### config.mk
export PLATFORM = sky130hd
export DESIGN_NAME = fen_board_streamer
export DESIGN_NICKNAME = d
export VERILOG_FILES = /design/src/rtl/chess_pkg.sv /design/src/rtl/fen_char_decode.sv /design/src/rtl/fen_board_streamer.sv
export SDC_FILE = /design/constraint.sdc
export NUM_CORES = 1
export LEC_CHECK = 0
export ABC_AREA = 1
export CAP_MARGIN = 20
export CORE_MARGIN = 4
export CORE_UTILIZATION = 45
export DETAILED_ROUTE_END_ITERATION = 8
export GPL_TIMING_DRIVEN = 0
export HOLD_SLACK_MARGIN = 0.02
export MAX_ROUTING_LAYER = met4
export PLACE_DENSITY = 0.73
export SYNTH_ARGS = -nofsm -noshare
export SYNTH_HDL_FRONTEND = slang
export SYNTH_SLANG_ARGS = --single-unit
### constraint.sdc
create_clock -name clk -period 3.63 [get_ports clk]
set_input_delay 0.726 -clock clk [delete_from_list [all_inputs] [get_ports clk]]
set_output_delay 0.726 -clock clk [all_outputs]
set_load 0.01 [all_outputs]
### src/rtl/chess_pkg.sv
// Shared piece codes, FSM states and the decoded-character record used by the FEN streamer.
package chess_pkg;

    localparam int unsigned PIECE_W    = 4;
    localparam int unsigned COLOUR_BIT = 3;
    localparam int unsigned SQ_COUNT   = 64;

    typedef enum logic [2:0] {
        EMPTY  = 3'd0,
        PAWN   = 3'd1,
        KNIGHT = 3'd2,
        BISHOP = 3'd3,
        ROOK   = 3'd4,
        QUEEN  = 3'd5,
        KING   = 3'd6
    } piece_t;

    typedef enum logic [2:0] {
        StIdle,
        StBoard,
        StExpand,
        StSide,
        StSkip
    } fen_state_e;

    typedef struct packed {
        logic               is_piece;
        logic [PIECE_W-1:0] piece;
        logic               is_digit;
        logic [3:0]         run_len;
        logic               is_slash;
        logic               is_space;
        logic               is_side;
        logic               side_white;
    } fen_char_t;

endpackage

### src/rtl/fen_char_decode.sv
// Combinational classifier for one FEN character: piece, empty-run digit, separator or side.
module fen_char_decode
    import chess_pkg::*;
#(
    parameter int unsigned CHAR_W = 8
) (
    input  logic [CHAR_W-1:0] ch,
    output fen_char_t         dec
);

    logic [7:0] c;
    logic [7:0] folded;
    piece_t     ptype;

    assign c      = ch[7:0];
    assign folded = c | 8'h20;

    always_comb begin
        dec   = '0;
        ptype = EMPTY;
        // Folding bit 5 lets one case arm match both colours of a piece letter.
        case (folded)
            "p":     ptype = PAWN;
            "n":     ptype = KNIGHT;
            "b":     ptype = BISHOP;
            "r":     ptype = ROOK;
            "q":     ptype = QUEEN;
            "k":     ptype = KING;
            default: ptype = EMPTY;
        endcase
        dec.is_piece   = (ptype != EMPTY);
        dec.piece      = dec.is_piece ? {c[5], ptype} : '0;
        dec.is_digit   = (c >= "1") && (c <= "8");
        dec.run_len    = c[3:0];
        dec.is_slash   = (c == "/");
        dec.is_space   = (c == " ");
        dec.is_side    = (c == "w") || (c == "b");
        dec.side_white = (c == "w");
    end

endmodule

### src/rtl/fen_board_streamer.sv
// Parses the board and side-to-move fields of an ASCII FEN stream into a 64-beat square stream.
module fen_board_streamer
    import chess_pkg::*;
#(
    parameter int unsigned CHAR_W  = 8,
    parameter int unsigned PIECE_W = chess_pkg::PIECE_W
) (
    input  logic               clk,
    input  logic               rst,
    input  logic               in_fen_valid,
    input  logic [CHAR_W-1:0]  in_fen_data,
    input  logic               in_fen_sop,
    output logic               in_fen_ready,
    output logic               out_pos_valid,
    output logic [PIECE_W-1:0] out_pos_data,
    output logic               out_pos_sop,
    output logic               out_white_to_move,
    output logic               out_done,
    output logic               out_err
);

    localparam logic [6:0] SQ_END = 7'(SQ_COUNT);

    fen_state_e state;
    logic [6:0] sq;
    logic [3:0] run;
    logic       rank_done;

    fen_char_t  dec;
    logic       accept;
    logic [6:0] sq_b;
    logic       rank_b;
    logic [3:0] file_end;
    logic [3:0] run_load;
    logic       place_ok;

    fen_char_decode #(
        .CHAR_W(CHAR_W)
    ) u_decode (
        .ch (in_fen_data),
        .dec(dec)
    );

    // A sop char is parsed as if the board were empty, whatever state we were in.
    assign accept   = in_fen_valid & in_fen_ready;
    assign sq_b     = in_fen_sop ? '0 : sq;
    assign rank_b   = in_fen_sop ? 1'b0 : rank_done;
    assign file_end = {1'b0, sq_b[2:0]} + dec.run_len;
    assign run_load = dec.run_len - 4'd1;
    assign place_ok = (sq_b < SQ_END) && !rank_b;

    always_ff @(posedge clk or posedge rst) begin
        if (rst) begin
            state             <= StIdle;
            sq                <= '0;
            run               <= '0;
            rank_done         <= 1'b0;
            in_fen_ready      <= 1'b0;
            out_pos_valid     <= 1'b0;
            out_pos_data      <= '0;
            out_pos_sop       <= 1'b0;
            out_done          <= 1'b0;
            out_err           <= 1'b0;
            out_white_to_move <= 1'b1;
        end else begin
            out_pos_valid <= 1'b0;
            out_pos_data  <= '0;
            out_pos_sop   <= 1'b0;
            out_done      <= 1'b0;
            out_err       <= 1'b0;
            in_fen_ready  <= 1'b1;
            if (state == StExpand) begin
                out_pos_valid <= 1'b1;
                sq            <= sq + 7'd1;
                run           <= run - 4'd1;
                if (run == 4'd1) begin
                    state <= StBoard;
                end else begin
                    in_fen_ready <= 1'b0;
                end
            end else if (accept) begin
                if (in_fen_sop || state == StBoard) begin
                    state     <= StBoard;
                    sq        <= sq_b;
                    rank_done <= rank_b;
                    if (dec.is_piece && place_ok) begin
                        out_pos_valid <= 1'b1;
                        out_pos_data  <= PIECE_W'(dec.piece);
                        out_pos_sop   <= (sq_b == '0);
                        sq            <= sq_b + 7'd1;
                        rank_done     <= (sq_b[2:0] == 3'd7);
                    end else if (dec.is_digit && place_ok && file_end <= 4'd8) begin
                        out_pos_valid <= 1'b1;
                        out_pos_sop   <= (sq_b == '0);
                        sq            <= sq_b + 7'd1;
                        rank_done     <= (file_end == 4'd8);
                        if (dec.run_len > 4'd1) begin
                            run          <= run_load;
                            state        <= StExpand;
                            in_fen_ready <= 1'b0;
                        end
                    end else if (dec.is_slash && sq_b[2:0] == 3'd0 && sq_b != '0
                                 && sq_b < SQ_END) begin
                        rank_done <= 1'b0;
                    end else if (dec.is_space && sq_b == SQ_END) begin
                        state <= StSide;
                    end else begin
                        out_err <= 1'b1;
                        state   <= StSkip;
                    end
                end else if (state == StSide) begin
                    if (dec.is_side) begin
                        out_white_to_move <= dec.side_white;
                        out_done          <= 1'b1;
                    end else begin
                        out_err <= 1'b1;
                    end
                    state <= StSkip;
                end
            end
        end
    end

endmodule

==> run metrics <==
most common cell type on the critical path=sky130_fd_sc_hd__nor2_1; highest-delay cell along the critical path=sky130_fd_sc_hd__clkdlybuf4s50_1; Yosys warning total=0; number of clock buffers inserted by TritonCTS=3; worst path setup slack after routing=around 650 ps; net switching share of the total power=0.359; sequential fraction of design power=0.465; unrepaired setup endpoints after global routing=false; TritonCTS clock tree=built; number of H-tree levels=1; clock latency reported for the late side of the worst-skew pair=roughly 270 ps; fraction of registers with async set or reset after synthesis=1.00; reg-to-reg startpoint=sq[0]$_DFFE_PP0P_; clock share of power=0.223; worst-case clock buffer depth=2; minimum hold slack=505 ps; number of enable-type register cells in the synthesized netlist=0; setup violators final=0; switching component of the power=around 270 uW; detailed placer's ending HPWL=between 3000 and 4000 um; detailed router's first-iteration violation count=around 130; distinct cell type count after synthesis=37; first-pass iteration count of the detailed router=4; starting density of the core=0.462; total via count after detailed routing=approximately 1.9k; LEAKAGE=0.00115 uW; netlist area before placement=around 2000 um^2; DR WL/cell=roughly 13 um; antenna-violating nets left=0; CTS clock-pin slew for the worst setup and hold paths=around 90 ps; capturing element type of the critical path=register; Hold/Removal Path Class=register to register; Core Area=~4400 um^2; list of cells traversed by the critical path=clkdlybuf4s50_1 -> nor2_1 -> ha_1 -> fa_1 -> nor2_1 -> nand3_1 -> nand2_2 -> nand4_4 -> o21ai_4 -> nand2_1 -> o21ai_1; max-cap violation count=0; Highest Clock Rate=approximately 0.34 GHz; syn nets=around 300; share of layout cells above drive strength 1=0.0921; placement-stage worst setup slack=around 380 ps; Final Routed Wirelength=4620 um; sort of element at the start of the critical path=input port; Tightest Pin Transition=around 960 ps; pin count of the biggest net entering global routing=26; DRC=0; flip-flop and latch count after synthesis=25; portion of the clock cycle consumed by the worst path in the final layout=0.820; arrival time reported for the critical path endpoint=approximately 3200 ps; start point of the worst hold path=out_white_to_move$_DFFE_PP1P_; final-report hold violation count=0; setup slack on the worst flop-to-flop path=1280 ps; combinational share of power=0.313; type of the worst setup path=input port to register; final worst path period need=approximately 3000 ps; post-CTS setup buffer count=0; layout filler cell count=about 420; final count of pins violating max slew=0; clk sink count=25; Die Outline Area=between 5000 and 6000 um^2; highest-count cells in the layout ignoring fill and taps=sky130_fd_sc_hd__nand2_1 (65), sky130_fd_sc_hd__inv_1 (37), sky130_fd_sc_hd__nor2_1 (32); Peak supply drop=183 uV; row count=24; critical path data required time=roughly 3800 ps; Avg Inst Size Synth=7.18 um^2; net count reported at finish=329; diode insertion count for antenna repair=0; cell count after synthesis=280; wire length of the first global-routing pass=roughly 8000 um; average vias per placed instance=5.23; stage delay of the slowest cell on the critical path=roughly 580 ps; worst min-delay path endpoint=out_white_to_move$_DFFE_PP1P_; most common cell after layout, fill and taps aside=sky130_fd_sc_hd__nand2_1; GRT Overall Usage=0.182; RePlAce Congestion=slightly below 0.9; CTS root buffer=sky130_fd_sc_hd__clkbuf_8; crit path from=in_fen_sop; count of hold-fix buffers inserted at cts=0; antenna violations before repair=0; proportion of synthesized chip area in sequential cells=0.312; final cell count without fillers=approximately 360; y dimension of the die=approximately 75 um; instance count after placement with tap cells included=around 350; number of cells on the worst hold path=2; total gr overflow=0; Max-Slew Margin vs Limit=0.356; reg-to-reg endpoint=run[0]$_DFFE_PP0P_; number of global-route vias before repair=~1.8k; Max Fanout on Critical Path=9; cell depth of the worst flop-to-flop path=11; power density of the placed cells=roughly 330 nW/um^2; number of I/O pins=22; run status=complete, no violations; Setup TNS Final=0 ps; Resized cells post-CTS=0; horizontal die dimension=between 70 and 80 um; worst clock skew=around 7.8 ps; most common flop cell mapped by yosys=sky130_fd_sc_hd__dfrtp_1; Layout area overhead=15.5%; port buffer count=20; internal power=~480 uW
## worst max-delay path: cells and delay by family
| family | cells | cell delay, ps |
|---|---|---|
| buffers and inverters | 1 | 580 |
| and+or+nand+nor | 6 | 870 |
| AOI/OAI and AO/OA | 2 | 340 |
| adders and majority gates | 2 | 650 |
## metal layers
metal / wire length (um) / global-route usage / share of wire
met1: 2150 / 0.217 / 0.47
met2: 2300 / 0.328 / 0.50
met3: 134 / 0.0227 / 0.029
met4: 28 / 0.0395 / 0.0061
met5: 0 / - / 0
## power by group through the flow
stage          Sequential (uW)  Clock [uW]  Combinational (uW)
2_1_floorplan              349           0                 177
3_3_place_gp               355           0                 229
3_5_place_dp               356           0                 235
4_1_cts                    350         172                 237
5_1_grt                    357         179                 273
6_report                   351         168                 236
## per-stage QoR
| step | cell area, um^2 | utilization | power (uW) |
|---|---|---|---|
| 2_1_floorplan | 2010 | - | 525 |
| 3_3_place_gp | 2280 | 0.523 | 584 |
| 3_5_place_dp | 2280 | 0.523 | 591 |
| 4_1_cts | 2320 | 0.533 | 759 |
| 5_1_grt | 2320 | 0.533 | 809 |
| 6_report | 2320 | 0.533 | 756 |
## registers in the layout, indices dropped and copies added (netlist names)
| signal | flops |
|---|---|
| out_done | 1 |
| in_fen_ready | 1 |
| run | 4 |
| out_pos_valid | 1 |
| rank_done | 1 |
| out_err | 1 |
| out_pos_sop | 1 |
| out_pos_data | 4 |
| out_white_to_move | 1 |
| state | 3 |
| sq | 7 |
## worst max-delay path by stage
stage / depth (start not counted) / slack, ps / endpoint
after detailed placement: 13 / 380 / sq[0]$_DFFE_PP0P_
after CTS: 13 / 660 / sq[0]$_DFFE_PP0P_
after floorplan: 9 / 1290 / run[1]$_DFFE_PP0P_
final: 11 / 650 / run[0]$_DFFE_PP0P_
after global routing: 13 / 460 / sq[0]$_DFFE_PP0P_
after global placement: 11 / 330 / out_pos_sop$_DFF_PP0_
## kinds of logic (layout without fill, tap and decap cells)
group,after synthesis,after routing,share of synthesized area
AOI/OAI and AO/OA,39,39,0.119
xor gates and xnor gates,9,9,0.0392
DFF,25,25,0.312
and+or+nand+nor,150,150,0.356
adders and majority gates,12,12,0.0784
muxes,1,1,0.00498
buffers and inverters,44,68,0.0902
## area by class of cell
cell class | instances | area [um^2] | share of cell area
clock buffers | 3 | 41.3 | 0.0178
plain buffers | 2 | 18.8 | 0.00808
inverters | 42 | 163 | 0.0700
clock inverters | 1 | 5.00 | 0.00216
multi-input cells | 211 | 1200 | 0.518
repair buffers | 20 | 200 | 0.0862
well taps | 52 | 65.1 | 0.0280
flip-flops and latches | 25 | 627 | 0.270
## synthesized netlist by cell type, types with 3 or more instances
cell type / instances / share of area
sky130_fd_sc_hd__nand2_1: 65 / 0.12
sky130_fd_sc_hd__inv_1: 37 / 0.069
sky130_fd_sc_hd__nor2_1: 32 / 0.060
sky130_fd_sc_hd__nand3_1: 26 / 0.065
sky130_fd_sc_hd__dfrtp_1: 24 / 0.30
sky130_fd_sc_hd__o21ai_0: 16 / 0.040
sky130_fd_sc_hd__ha_1: 11 / 0.068
sky130_fd_sc_hd__a21oi_1: 9 / 0.022
sky130_fd_sc_hd__xor2_1: 7 / 0.030
sky130_fd_sc_hd__nor3_1: 6 / 0.015
sky130_fd_sc_hd__nand2_4: 4 / 0.022
sky130_fd_sc_hd__nand4_1: 4 / 0.012
sky130_fd_sc_hd__nand2_2: 3 / 0.0093
sky130_fd_sc_hd__nor2_4: 3 / 0.017
sky130_fd_sc_hd__o21bai_1: 3 / 0.011
Power figures use the tool's default switching activity.
